## config.mk

```make
export PLATFORM = sky130hd
export DESIGN_NAME = nh_lcd_frame_writer
export DESIGN_NICKNAME = d
export VERILOG_FILES = /design/src/rtl/nh_lcd_frame_writer.sv
export SDC_FILE = /design/constraint.sdc
export NUM_CORES = 1
export LEC_CHECK = 0
export CORE_UTILIZATION = 45
export CTS_CLUSTER_SIZE = 25
export DETAILED_ROUTE_END_ITERATION = 10
export GPL_TIMING_DRIVEN = 0
export PLACE_DENSITY = 0.71
export SLEW_MARGIN = 20
export SYNTH_ARGS = -nofsm -noshare
export SYNTH_HDL_FRONTEND = slang
export SYNTH_SLANG_ARGS = --single-unit
```

## constraint.sdc

```tcl
create_clock -name clk -period 8 [get_ports clk]
set_clock_uncertainty 0.1 [all_clocks]
set_input_delay 0.8 -clock clk [delete_from_list [all_inputs] [get_ports clk]]
set_output_delay 0.8 -clock clk [all_outputs]
set_load 0.05 [all_outputs]
```

## src/rtl/nh_lcd_frame_writer.sv

```systemverilog
// Streams one frame of pixels to an 8-bit MIPI-DBI style LCD bus: a memory-write
// command byte, then R,G,B (RGB888) or two packed bytes (RGB565) per pixel.
module nh_lcd_frame_writer #(
   parameter logic [7:0] CMD_BYTE    = 8'h2C,
   parameter int         HOLD_CYCLES = 1,
   parameter int         COUNT_WIDTH = 32
) (
   input  logic                   clk,
   input  logic                   rst,
   input  logic                   i_enable,
   input  logic                   i_enable_tearing,
   input  logic                   i_rgb565,
   input  logic [COUNT_WIDTH-1:0] i_num_pixels,
   input  logic                   i_tearing_effect,
   input  logic                   i_pix_valid,
   output logic                   o_pix_ready,
   input  logic [23:0]            i_pix_data,
   output logic                   o_cmd_mode,
   output logic                   o_write,
   output logic                   o_read,
   output logic [7:0]             o_data_out,
   output logic                   o_data_out_en,
   output logic                   o_busy,
   output logic                   o_frame_done,
   output logic [COUNT_WIDTH-1:0] o_pixel_cnt,
   output logic [15:0]            o_underrun_cnt
);

   // state        | meaning
   // S_IDLE        | waiting for i_enable with a non-zero pixel count
   // S_WAIT_TE     | frame armed, waiting for tearing-effect high
   // S_CMD         | command byte strobe (one cycle)
   // S_CMD_HOLD    | write low after the command, byte held
   // S_LOAD        | pixel handshake; stall cycles counted as underruns
   // S_BEAT        | data byte strobe (one cycle)
   // S_BEAT_HOLD   | write low after a data byte, byte held
   // S_WAIT_TE_LOW | frame finished, waiting for tearing-effect low
   typedef enum logic [2:0] {
      S_IDLE,
      S_WAIT_TE,
      S_CMD,
      S_CMD_HOLD,
      S_LOAD,
      S_BEAT,
      S_BEAT_HOLD,
      S_WAIT_TE_LOW
   } state_t;

   localparam logic [3:0] HOLD_LOAD = 4'(HOLD_CYCLES);

   state_t                 state_q, state_d;
   logic [3:0]             hold_q, hold_d;
   logic [1:0]             beat_q, beat_d;
   logic [23:0]            pix_q, pix_d;
   logic                   rgb565_q, rgb565_d;
   logic                   tearing_q, tearing_d;
   logic [COUNT_WIDTH-1:0] num_q, num_d;
   logic [COUNT_WIDTH-1:0] pixel_cnt_q, pixel_cnt_d;
   logic [15:0]            underrun_q, underrun_d;
   logic                   write_q, write_d;
   logic                   cmd_mode_q, cmd_mode_d;
   logic [7:0]             data_q, data_d;
   logic                   pix_ready_q, pix_ready_d;
   logic                   busy_q, busy_d;
   logic                   frame_done_q, frame_done_d;
   logic [1:0]             beat_last;

   function automatic logic [7:0] beat_byte(input logic [23:0] px,
                                            input logic [1:0]  idx,
                                            input logic        m565);
      logic [7:0] b;
      if (m565) begin
         b = (idx == 2'd0) ? {px[23:19], px[15:13]} : {px[12:10], px[7:3]};
      end else begin
         case (idx)
            2'd0:    b = px[23:16];
            2'd1:    b = px[15:8];
            default: b = px[7:0];
         endcase
      end
      return b;
   endfunction

   assign beat_last = rgb565_q ? 2'd1 : 2'd2;

   always_comb begin
      state_d      = state_q;
      hold_d       = hold_q;
      beat_d       = beat_q;
      pix_d        = pix_q;
      rgb565_d     = rgb565_q;
      tearing_d    = tearing_q;
      num_d        = num_q;
      pixel_cnt_d  = pixel_cnt_q;
      underrun_d   = underrun_q;
      frame_done_d = 1'b0;

      if (state_q != S_IDLE && !i_enable) begin
         state_d = S_IDLE;
      end else begin
         case (state_q)
            S_IDLE: begin
               if (i_enable && i_num_pixels != '0) begin
                  pixel_cnt_d = '0;
                  rgb565_d    = i_rgb565;
                  tearing_d   = i_enable_tearing;
                  num_d       = i_num_pixels;
                  state_d     = i_enable_tearing ? S_WAIT_TE : S_CMD;
               end
            end
            S_WAIT_TE: begin
               if (i_tearing_effect) state_d = S_CMD;
            end
            S_CMD: begin
               hold_d  = HOLD_LOAD;
               state_d = S_CMD_HOLD;
            end
            S_CMD_HOLD: begin
               if (hold_q == 4'd0) state_d = S_LOAD;
               else                hold_d  = hold_q - 4'd1;
            end
            S_LOAD: begin
               if (i_pix_valid) begin
                  pix_d       = i_pix_data;
                  pixel_cnt_d = pixel_cnt_q + COUNT_WIDTH'(1);
                  beat_d      = 2'd0;
                  state_d     = S_BEAT;
               end else if (underrun_q != 16'hFFFF) begin
                  underrun_d = underrun_q + 16'd1;
               end
            end
            S_BEAT: begin
               hold_d  = HOLD_LOAD;
               state_d = S_BEAT_HOLD;
            end
            S_BEAT_HOLD: begin
               if (hold_q != 4'd0) begin
                  hold_d = hold_q - 4'd1;
               end else if (beat_q != beat_last) begin
                  beat_d  = beat_q + 2'd1;
                  state_d = S_BEAT;
               end else if (pixel_cnt_q < num_q) begin
                  state_d = S_LOAD;
               end else begin
                  frame_done_d = 1'b1;
                  state_d      = tearing_q ? S_WAIT_TE_LOW : S_IDLE;
               end
            end
            S_WAIT_TE_LOW: begin
               if (!i_tearing_effect) state_d = S_IDLE;
            end
            default: state_d = S_IDLE;
         endcase
      end
   end

   // Bus outputs are decoded from the next state so the registered copies line
   // up exactly with the state they describe.
   always_comb begin
      write_d     = (state_d == S_CMD) || (state_d == S_BEAT);
      cmd_mode_d  = !((state_d == S_CMD) || (state_d == S_CMD_HOLD));
      busy_d      = (state_d != S_IDLE);
      pix_ready_d = (state_d == S_LOAD);
      data_d      = data_q;
      if (state_d == S_CMD)  data_d = CMD_BYTE;
      if (state_d == S_BEAT) data_d = beat_byte(pix_d, beat_d, rgb565_d);
   end

   always_ff @(posedge clk) begin
      if (!rst) begin
         state_q      <= S_IDLE;
         hold_q       <= 4'd0;
         beat_q       <= 2'd0;
         pix_q        <= 24'd0;
         rgb565_q     <= 1'b0;
         tearing_q    <= 1'b0;
         num_q        <= '0;
         pixel_cnt_q  <= '0;
         underrun_q   <= 16'd0;
         write_q      <= 1'b0;
         cmd_mode_q   <= 1'b1;
         data_q       <= CMD_BYTE;
         pix_ready_q  <= 1'b0;
         busy_q       <= 1'b0;
         frame_done_q <= 1'b0;
      end else begin
         state_q      <= state_d;
         hold_q       <= hold_d;
         beat_q       <= beat_d;
         pix_q        <= pix_d;
         rgb565_q     <= rgb565_d;
         tearing_q    <= tearing_d;
         num_q        <= num_d;
         pixel_cnt_q  <= pixel_cnt_d;
         underrun_q   <= underrun_d;
         write_q      <= write_d;
         cmd_mode_q   <= cmd_mode_d;
         data_q       <= data_d;
         pix_ready_q  <= pix_ready_d;
         busy_q       <= busy_d;
         frame_done_q <= frame_done_d;
      end
   end

   assign o_write        = write_q;
   assign o_cmd_mode     = cmd_mode_q;
   assign o_data_out     = data_q;
   assign o_pix_ready    = pix_ready_q;
   assign o_busy         = busy_q;
   assign o_frame_done   = frame_done_q;
   assign o_pixel_cnt    = pixel_cnt_q;
   assign o_underrun_cnt = underrun_q;
   assign o_read         = 1'b0;
   assign o_data_out_en  = 1'b1;

endmodule

```

---- After elaboration in Yosys (flattened, before gate mapping) ----
Cells that the tools add are included.
storage, ports and cells
  bits in registers ....................... 128
  input bits .............................. 63
  logic and storage cells ................. 100
  output and inout port bits .............. 63
operators by class
  reduce and logical (&&, ||, !) cells .... 22
  equality and inequality tests ........... 18
  mux-type cells .......................... 36
  order comparisons ....................... 1
  add/sub/neg operators ................... 4
  bitwise gates (word level) .............. 4
operators by type and width
  kind                                            number
  two-way mux 24 bit                              3
  two-way mux 32 bit                              2
  case mux 32 bit (2 select lines)                1
  adder 32 x 1 -> 32 bit (second input constant)  1
  < comparator 32 bit                             1
  two-way mux 8 bit                               4
  nonzero test 32 bit                             1
  two-way mux 3 bit                               10
  case mux 3 bit (8 select lines)                 1
  == test 3 bit (second input constant)           6
  adder 16 x 1 -> 16 bit (second input constant)  1
  inequality test 16 bit (second input constant)  1
  case mux 8 bit (2 select lines)                 1
  == test 3 x 2 -> 1 bit (second input constant)  4
  two-way mux 2 bit                               6
  case mux 4 bit (3 select lines)                 1
  AND reduction 4 bit                             3
  nonzero test 3 bit                              3
  two-way mux 4 bit                               2
  inequality test 2 bit (second input constant)   4
  OR reduction 5 bit                              1
  logical NOT 4 bit                               1
  two-way mux 1 bit                               4
  inverter 1 bit                                  4
  15 further kinds                                19

---- Depth between registers and ports, before layout ----
Gate-level depths: netlist (run 1).
  word-level depth ........................ 10
  mapped depth ............................ 11
  mapped depth without buffers ............ 10

---- Least setup slack after synthesis (run 1) ----
OpenSTA, ideal clock, no wires.
  path kind ............................... register -> register
  from .................................... register pixel_cnt_q[30], in the netlist o_pixel_cnt[30]
  to ...................................... register data_q[2], in the netlist o_data_out[2]
  arrival ................................. 2.864 ns
  slack ................................... 4.915 ns
  required time ........................... 7.778 ns
  path buffers ............................ 1
  stages on the path, launching flop included .. 11
  setup time .............................. 0.122 ns
  cells stage by stage .................... dfxtp_1 > ha_1 > a21oi_1 > nand2_1 > a221o_1 > a211o_1 > a22o_4 > nand2b_4 > a22o_1 > buf_6 > o32a_1
between the ends
  cells in the longest elaborated chain, start to end .. 8
  elaborated cells between the ends (all ways) .. 10
  classes of those cells .................. order compare: 1; eq/ne: 2; mux: 6; reduce/logical: 1
RTL lines
  what                                                            line      text
  start: declaration                                              58        logic [COUNT_WIDTH-1:0] pixel_cnt_q, pixel_cnt_d;
  start signal: assignment                                        194       pixel_cnt_q <= pixel_cnt_d;
  < comparator 32 bit *                                           142       end else if (pixel_cnt_q < num_q) begin
  two-way mux 3 bit *                                             142
  two-way mux 3 bit *                                             139       end else if (beat_q != beat_last) begin
  two-way mux 3 bit *                                             137       if (hold_q != 4'd0) begin
  case mux 3 bit (8 select lines) *                               101       case (state_q)
  two-way mux 3 bit *                                             98        if (state_q != S_IDLE && !i_enable) begin
  == test 3 bit / == test 3 x 2 -> 1 bit (equally long branches)  166, 165
  two-way mux 8 bit / nonzero test 2 bit (equally long branches)  -
  end signal: assignment                                          198       data_q <= data_d;
  end: declaration                                                62        logic [7:0] data_q, data_d;
Mark *: on every way between the ends. The rest lies on a longest branch, timed or not.
A chain may end at the register's enable or synchronous reset.

---- Worst setup path after layout (run 1) ----
  from .................................... input i_num_pixels[15]
  to ...................................... register data_q[3], in the netlist o_data_out[3]
between the ends
  cells in the longest elaborated chain, start to end .. 7
  elaborated cells between the ends (all ways) .. 13
  classes of those cells .................. eq/ne: 2; mux: 8; reduce/logical: 3
RTL lines
  what                                                                         line  text
  start: declaration                                                           13    input logic [COUNT_WIDTH-1:0] i_num_pixels,
  nonzero test 32 bit *                                                        103   if (i_enable && i_num_pixels != '0) begin
  logical AND 1 bit *                                                          103
  two-way mux 3 bit / two-way mux 1 bit (equally long branches)                103
  case mux 3 bit (8 select lines) / two-way mux 1 bit (equally long branches)  101
  two-way mux 3 bit / two-way mux 1 bit (equally long branches)                98
  == test 3 bit (tied with other cells)                                        166   if (state_d == S_BEAT) data_d = beat_byte(pix_d, beat_d, rgb565_d);
  two-way mux 8 bit / nonzero test 2 bit (equally long branches)               -
Marks and branches as above.

==> key figures, run 1 <==
Outcome
  • Status: finished, final reports clean

Logic synthesis
  • Flip-flop and latch count after synthesis: 128
  • Async SR Flop Fraction: 0%
  • Top cells by area in the synthesized netlist: sky130_fd_sc_hd__dfxtp_1, sky130_fd_sc_hd__mux2i_1, sky130_fd_sc_hd__nor2_1, sky130_fd_sc_hd__ha_1, sky130_fd_sc_hd__xor2_1
  • Mean instance size in the synthesized netlist: 8.65 µm²
  • Post-synthesis cell type count: 69
  • Ys Warns: 0
  • Share of the synthesized area in the top cell type: 38.8%
  • Syn nets: 861
  • Share of synthesized area occupied by flip-flops and latches: 38.8%
  • Cell type contributing the most total cell area after synthesis: sky130_fd_sc_hd__dfxtp_1
  • Synthesized netlist cell count: 764
  • Post-synth EDFFs: 0
  • Mapped cell area: 0.00661 mm²
  • Commonest cells in the synthesized netlist: sky130_fd_sc_hd__dfxtp_1, sky130_fd_sc_hd__nor2_1, sky130_fd_sc_hd__nand2_1
  • Dominant cell by count in the synthesized netlist: sky130_fd_sc_hd__dfxtp_1
  • Top_reg_cell synth: sky130_fd_sc_hd__dfxtp_1

Clocking
  • # Post-CTS Setup Buffers: 0
  • Number of buffers inserted during clock tree synthesis: 17
  • Post-CTS sizing: 0
  • Clock Path Buffers: 2
  • Later-pin clock latency in the skew report: 0.42 ns
  • Root buf cell: sky130_fd_sc_hd__clkbuf_16
  • Number of H-tree levels: 4
  • Post-cts hold buffer count: 0
  • Clock tree from TritonCTS: built
  • Clock slew at the register clock pins of the worst setup and hold paths: 0.05 ns
  • Clock net sink count: 128

Worst hold path
  • Worst Hold Endpoint: pix_q[16]$_SDFF_PN0_
  • Hold depth: 2
  • Kind of path behind the tightest hold check: flip-flop to flip-flop
  • Hold_sp: pix_q[16]$_SDFF_PN0_

Floorplan
  • Floorplan core area: 0.0141 mm²
  • Vertical die dimension: 123 µm
  • Starting utilization of the core area: 46.9%
  • Die width: 123 µm
  • Number of ports placed on the die boundary: 126
  • Total die area: 0.0152 mm²
  • Cell Rows: 43

Worst setup path
  • Startpoint-to-endpoint class of the critical path: input port to flip-flop
  • Most used cell, CP: sky130_fd_sc_hd__buf_2
  • Slowest-stage cell, CP: sky130_fd_sc_hd__nor4_1
  • Critical path required time: 8.20 ns
  • Largest stage delay on the critical path: 0.49 ns
  • Reg-to-Reg End: o_data_out[3]$_SDFFE_PN1P_
  • R2R Path Start: o_pixel_cnt[30]$_SDFFE_PN0P_
  • Worst-path maximum fanout: 10
  • Critical path endpoint category: flip-flop
  • Reg2Reg Setup Slack: 5.02 ns
  • Critical path arrival: 3.83 ns
  • Length in cells of the worst reg-to-reg path: 10
  • Element type at the critical path start: input port
  • Cell Chain, Critical Path: clkdlybuf4s50_1, nor4_1, nand4_1, o211ai_1, buf_2, mux2i_2, buf_2, a211oi_1, a311o_1, o32a_1

Timing
  • Timing-limited maximum frequency: 276 MHz
  • Final-report setup violation count: 0
  • Final Max Tran Viols: 0
  • Actual transition at the worst max-transition pin: 0.688 ns
  • Min setup slack post-route: 4.37 ns
  • Number of failing hold endpoints at the final stage: 0
  • Post-layout min period: 3.63 ns
  • Share of the cycle needed by the critical path after routing: 45.3%
  • Setup TNS after final layout: 0 ns
  • Setup repair after global routing missed its margin: no
  • Worst slew margin relative to its limit: 54.1%

Routing
  • Vias after detailed routing: 5777
  • # DRC: 0
  • Routed len/inst: 14.9 µm
  • DRT iter0 DRCs: 311
  • Via count normalized by instance count: 5.26
  • Aggregate routed wire length: 16400 µm
  • 1st-pass router iterations: 7
  • Remaining antenna violation count after routing: 0

Global routing
  • Number of antenna violations at the first check in global routing: 0
  • Via count of the first global-routing pass: 5404
  • Total overflow reported by the global router: 0
  • Total routing usage reported by global routing: 22.6%
  • Pin count of the biggest net entering global routing: 17
  • Global-route wire length before repair: 26500 µm

Final layout
  • Number of antenna cells inserted: 0
  • Number of nets in the final layout: 1003
  • Area growth from synthesis to layout: 30.4%
  • Number of non-filler instances in the completed layout: 1099
  • Sequential cell area: 0.00256 mm²
  • Share of cells above drive strength 1: 6.96%
  • Multi-input gate area in the final layout: 0.00373 mm²
  • # fillers: 1268

Pwr
  • Pwr Density: 181 mW/mm²
  • Leak Pwr: 3.40 nW
  • Peak supply drop: 0.151 mV
  • Total Power Consumption: 1.56 mW

Placed design
  • Final weighted congestion of routability-driven global placement: 0.877
  • Pre-CTS setup slack: 3.97 ns
  • Buffers added on ports: 123
  • Post-detailed-placement half-perimeter wirelength: 12200 µm
  • Placed Cells: 1067

Flow run
  • Number of maximum-capacitance constraint violations: 0
==> power by group <==
group	switching [mW]	internal [mW]	total [mW]	leakage, nW
Clock	0.277	0.439	0.716	0.264
Combinational	0.101	0.0806	0.182	2.10
Sequential	0.0111	0.655	0.666	1.04
==> state kept, by name, indices dropped and copies added, names as in the netlist, 2 cells and up <==
signal          count
pix_q              24
o_pixel_cnt        32
hold_q              4
num_q              32
o_data_out          8
state_q             3
o_underrun_cnt     16
beat_q              2
==> critical path: cells and delay by family <==
family,cells,cell delay (ns)
buffers and inverters,3,1.05
AO/OA/AOI/OAI,4,0.87
AND/OR/NAND/NOR,2,0.77
multiplexers,1,0.33
==> through the flow <==
stage                     area, µm²  util (%)  hold WS [ns]
after floorplan                6610         -         0.336
after global placement         8070      57.2         0.346
after detailed placement       8070      57.2         0.355
after CTS                      8620      61.1         0.364
after global routing           8620      61.1         0.385
final                          8620      61.1         0.365
==> worst max path at each step <==
stage          cells after the start                          from  slack [ns]                    endpoint
2_1_floorplan                     10  o_pixel_cnt[30]$_SDFFE_PN0P_        4.91  o_data_out[2]$_SDFFE_PN1P_
5_1_grt                           10              i_num_pixels[17]        4.17  o_data_out[3]$_SDFFE_PN1P_
6_report                          10              i_num_pixels[15]        4.37  o_data_out[3]$_SDFFE_PN1P_
4_1_cts                           10              i_num_pixels[15]        4.39  o_data_out[3]$_SDFFE_PN1P_
3_5_place_dp                      10              i_num_pixels[15]        3.97  o_data_out[3]$_SDFFE_PN1P_
3_3_place_gp                      10              i_num_pixels[17]        3.96  o_data_out[3]$_SDFFE_PN1P_
==> area by class of cell <==
class                           instances  area share (%)
Tap cell                              180            2.61
Inverter                               43            1.87
Multi-Input combinational cell        560            43.3
Timing Repair Buffer                  123            14.3
Clock inverter                         11            1.05
Buffer                                 33            1.80
Sequential cell                       128            29.7
Clock buffer                           21            5.34
==> kinds of logic (layout without fill, tap and decap cells) <==
group / after synthesis / in the layout / synth area share (%)
AO/OA/AOI/OAI: 118 / 118 / 12.6
XOR/XNOR: 41 / 41 / 5.43
adder cells (fa/ha/maj): 34 / 34 / 6.43
buffers and inverters: 76 / 231 / 4.79
flip-flops: 128 / 128 / 38.8
multiplexers: 64 / 64 / 9.80
other: 2 / 2 / 0.114
AND/OR/NAND/NOR: 301 / 301 / 22.1
==> cell usage in the layout (no fill, tap or decap), types with 4 or more instances in the layout <==
cell,n
sky130_fd_sc_hd__nand3_1,29
sky130_fd_sc_hd__mux2i_1,60
sky130_fd_sc_hd__nor4_1,10
sky130_fd_sc_hd__a211oi_1,7
sky130_fd_sc_hd__ha_1,34
sky130_fd_sc_hd__clkinv_2,6
sky130_fd_sc_hd__xnor2_1,10
sky130_fd_sc_hd__nand4_1,20
sky130_fd_sc_hd__nor2b_1,6
sky130_fd_sc_hd__o211ai_1,4
sky130_fd_sc_hd__xor2_1,31
sky130_fd_sc_hd__and2_1,7
sky130_fd_sc_hd__nor3_1,7
sky130_fd_sc_hd__nand2_1,66
sky130_fd_sc_hd__inv_1,43
sky130_fd_sc_hd__o21ai_0,21
sky130_fd_sc_hd__and4_1,4
sky130_fd_sc_hd__dfxtp_1,128
sky130_fd_sc_hd__clkinvlp_4,4
sky130_fd_sc_hd__buf_2,13
sky130_fd_sc_hd__or3_1,6
sky130_fd_sc_hd__clkbuf_1,18
sky130_fd_sc_hd__clkbuf_16,17
sky130_fd_sc_hd__nor2_1,119
sky130_fd_sc_hd__and3_1,9
sky130_fd_sc_hd__a21oi_1,41
sky130_fd_sc_hd__clkdlybuf4s50_1,123
sky130_fd_sc_hd__o22ai_1,4
sky130_fd_sc_hd__a21o_1,6
==> routing by layer <==
metal  wire (µm)  vias to the layer above  track usage [%]
li1            -                     2946                -
met4         241                        0             7.00
met3         831                       17             4.70
met5           0                        -                0
met2        7700                      153             37.6
met1        7660                     2661             29.3
Note: power is estimated with default switching activity, not from simulation.
==> run 2: changes to the inputs <==
--- a/config.mk
+++ b/config.mk
@@ -9,7 +9,7 @@
 export CTS_CLUSTER_SIZE = 25
 export DETAILED_ROUTE_END_ITERATION = 10
 export GPL_TIMING_DRIVEN = 0
-export PLACE_DENSITY = 0.71
+export PLACE_DENSITY = 0.73
 export SLEW_MARGIN = 20
 export SYNTH_ARGS = -nofsm -noshare
 export SYNTH_HDL_FRONTEND = slang
==> constraint.sdc (replaced) <==
create_clock -name clk -period 3.3 [get_ports clk]
set_clock_uncertainty 0.1 [all_clocks]
set_input_delay 0.33 -clock clk [delete_from_list [all_inputs] [get_ports clk]]
set_output_delay 0.33 -clock clk [all_outputs]
set_load 0.05 [all_outputs]
==> run 2 against run 1 <==
Against the previous run:
- hold slack worse by 0.0025 ns
- clock-buffer cell count up 5
- power up 150%
- final cell count unchanged
- register-to-register slack worse by 4.7 ns
- wire length down 0.21%
- clock power rose to 2.5 times the previous value
- sequential share of layout area down 0.11 points
- global-route usage down 0.35 points
- critical path depth unchanged
- non-clock buffer count unchanged
- critical path type unchanged
- largest cell class unchanged
- highest routed layer unchanged
==> key figures, run 2 (synthesis results as in run 1) <==
Floorplan
  • Cell Rows: 43 (unchanged)
  • Number of ports placed on the die boundary: 126 (unchanged)
  • Total die area: 0.0152 mm² (unchanged)
  • Die width: 123 µm (unchanged)
  • Starting utilization of the core area: 46.9% (unchanged)
  • Floorplan core area: 0.0141 mm² (unchanged)
  • Vertical die dimension: 123 µm (unchanged)

Final layout
  • Number of antenna cells inserted: 0 (unchanged)
  • Area growth from synthesis to layout: 30.8%
  • Most frequent cells in the layout: sky130_fd_sc_hd__dfxtp_1, sky130_fd_sc_hd__clkdlybuf4s50_1, sky130_fd_sc_hd__nor2_1
  • Share of cells above drive strength 1: 6.75% (-0.22 points)
  • Number of nets in the final layout: 1003 (unchanged)
  • # fillers: 1286 (+1.4%)
  • Finished layout cell area: 0.00865 mm² (+0.36%)
  • Most common cell after layout, fill and taps aside: sky130_fd_sc_hd__dfxtp_1

Pwr
  • Power dissipated by switching net loads: 0.915 mW (+140%)
  • Cell internal power dissipation: 2.95 mW (+150%)
  • Leak Pwr: 3.42 nW (+0.55%)
  • Switching Fraction: 23.7% (-1.2 points)
  • Part of the total power dissipated in the clock network: 46.7% (+0.9 points)
  • Part of the total power dissipated in combinational logic: 11.5% (about the same)
  • Pwr Density: 447 mW/mm² (+150%)
  • Peak supply drop: 0.383 mV (+150%)
  • Sequential share of power: 41.8% (-0.8 points)

Routing
  • 1st-pass router iterations: 5 (-2)
  • # DRC: 0 (unchanged)
  • Sum of routed wire segments on met1: 7640 µm (-0.16%)
  • Top layer used by detailed routing: met4
  • DRT iter0 DRCs: 327 (+5.1%)
  • Vias after detailed routing: 5784 (+0.12%)
  • Routed len/inst: 14.9 µm (-0.21%)
  • Remaining antenna violation count after routing: 0 (unchanged)
  • Aggregate routed wire length: 16400 µm (-0.21%)
  • Length of routed met2 wiring: 7750 µm (+0.73%)
  • Via count normalized by instance count: 5.26 (+0.12%)
  • Met3 wire length: 825 µm (-0.72%)

Global routing
  • Number of antenna violations at the first check in global routing: 0 (unchanged)
  • Global-route wire length before repair: 26100 µm (-1.5%)
  • Via count of the first global-routing pass: 5561 (+2.9%)
  • Total routing usage reported by global routing: 22.3% (-0.35 points)
  • Total overflow reported by the global router: 0 (unchanged)
  • Pin count of the biggest net entering global routing: 17 (unchanged)

Clocking
  • Clock tree from TritonCTS: built
  • Post-CTS sizing: 0 (unchanged)
  • Number of buffers inserted during clock tree synthesis: 17 (unchanged)
  • # Post-CTS Setup Buffers: 0 (unchanged)
  • Number of H-tree levels: 4 (unchanged)
  • Later-pin clock latency in the skew report: 0.41 ns (about the same)
  • Root buf cell: sky130_fd_sc_hd__clkbuf_16
  • Clock Path Buffers: 2 (unchanged)
  • Post-cts hold buffer count: 0 (unchanged)
  • Clock net sink count: 128 (unchanged)
  • Clock slew at the register clock pins of the worst setup and hold paths: 0.05 ns (about the same)

Outcome
  • Status: finished, final reports clean

Timing
  • Share of the cycle needed by the critical path after routing: 93.1%
  • Worst slew margin relative to its limit: 55.2% (+1.1 points)
  • Final-report setup violation count: 0 (unchanged)
  • Actual transition at the worst max-transition pin: 0.672 ns (-0.0165 ns)
  • Number of failing hold endpoints at the final stage: 0 (unchanged)
  • Post-layout min period: 3.07 ns
  • Setup TNS after final layout: 0 ns (unchanged)
  • Setup repair after global routing missed its margin: no
  • Timing-limited maximum frequency: 325 MHz
  • Final-layout worst hold slack: 0.363 ns (-0.00254 ns)
  • Final Max Tran Viols: 0 (unchanged)

Worst hold path
  • Kind of path behind the tightest hold check: flip-flop to flip-flop

Worst setup path
  • Largest stage delay on the critical path: 0.44 ns (-0.05 ns)
  • Critical path endpoint category: flip-flop
  • Critical path arrival: 3.26 ns (-0.57 ns)
  • Slowest-stage cell, CP: sky130_fd_sc_hd__clkdlybuf4s50_1
  • Worst-path maximum fanout: 10 (unchanged)
  • Critical path required time: 3.49 ns (-4.71 ns)
  • Element type at the critical path start: input port
  • Most used cell, CP: sky130_fd_sc_hd__buf_2
  • Startpoint-to-endpoint class of the critical path: input port to flip-flop
  • Cell Chain, Critical Path: clkdlybuf4s50_1, nor4_2, nand4_1, o211ai_1, buf_2, mux2i_2, buf_2, a211oi_1, a311o_1, o32a_1

Placed design
  • Final weighted congestion of routability-driven global placement: 0.882 (+0.58%)
  • Buffers added on ports: 123 (unchanged)
  • Placed Instance Area: 0.00807 mm² (unchanged)
  • Post-detailed-placement half-perimeter wirelength: 12200 µm (+0.29%)

Flow run
  • Number of maximum-capacitance constraint violations: 0 (unchanged)
==> run 2: changes by cell type in the layout (fill, tap and decap cells not counted), sizes merged <==
cell / before / now
bufinv: 1 / 2
clkinvlp: 4 / 0
clkbuf: 37 / 42
clkinv: 6 / 4
==> run 2: final cells by class <==
class	instances	area (µm²)	share of cell area (%)
Timing Repair Buffer	123	1230	14.2
Clock buffer	26	489	5.66
Clock inverter	6	80.1	0.926
Buffer	33	155	1.79
Inverter	43	161	1.87
Sequential cell	128	2560	29.6
Multi-Input combinational cell	560	3740	43.3
Tap cell	180	225	2.60
==> run 2: final timing paths <==
check	cells after the start	slack (ns)	from	end
worst min register to register	2	0.36	o_data_out[1]$_SDFFE_PN0P_	o_data_out[1]$_SDFFE_PN0P_
worst max-delay path	10	0.23	i_num_pixels[16]	o_data_out[3]$_SDFFE_PN1P_
worst max register to register	10	0.30	o_pixel_cnt[7]$_SDFFE_PN0P_	o_data_out[2]$_SDFFE_PN1P_
worst min-delay path	2	0.36	o_data_out[1]$_SDFFE_PN0P_	o_data_out[1]$_SDFFE_PN0P_
==> run 2: power by group through the flow <==
| stage | Sequential, mW | Clock [mW] | Combinational, mW |
|---|---|---|---|
| finish | 1.62 | 1.81 | 0.443 |
| global route | 1.62 | 1.91 | 0.482 |
| CTS | 1.62 | 1.83 | 0.443 |
| detailed placement | 1.65 | 0 | 0.439 |
| global placement | 1.65 | 0 | 0.433 |
| floorplan | 1.65 | 0 | 0.262 |
==> run 2: worst max-delay path, delay by kind of cell <==
| family | cells | cell delay (ns) |
|---|---|---|
| AOI/OAI and AO/OA | 4 | 0.88 |
| muxes | 1 | 0.34 |
| buffers and inverters | 3 | 1.05 |
| and+or+nand+nor | 2 | 0.66 |
==> run 2: metal layers <==
metal  track usage [%]  vias up
met3              5.07       12
met1              28.2     2675
li1                  -     2942
met4              5.87        0
met2              37.9      155
met5                 0        -
==> run 2: per-stage QoR <==
stage               setup WS, ns  cells  util (%)  power, mW
global route              0.0336   1099      61.4       4.01
global placement          -0.267   1067      57.2       2.08
CTS                        0.164   1099      61.3       3.89
finish                     0.227   1099      61.4       3.87
floorplan                  0.215    764         -       1.92
detailed placement        -0.247   1067      57.2       2.09
==> run 3: changes to the inputs <==
--- a/config.mk
+++ b/config.mk
@@ -5,8 +5,9 @@
 export SDC_FILE = /design/constraint.sdc
 export NUM_CORES = 1
 export LEC_CHECK = 0
+export CAP_MARGIN = 20
 export CORE_UTILIZATION = 45
-export CTS_CLUSTER_SIZE = 25
+export CTS_CLUSTER_SIZE = 10
 export DETAILED_ROUTE_END_ITERATION = 10
 export GPL_TIMING_DRIVEN = 0
 export PLACE_DENSITY = 0.73
==> results of run 3 <==
The final DEF is identical to that of run 2; final timing and power are the same.
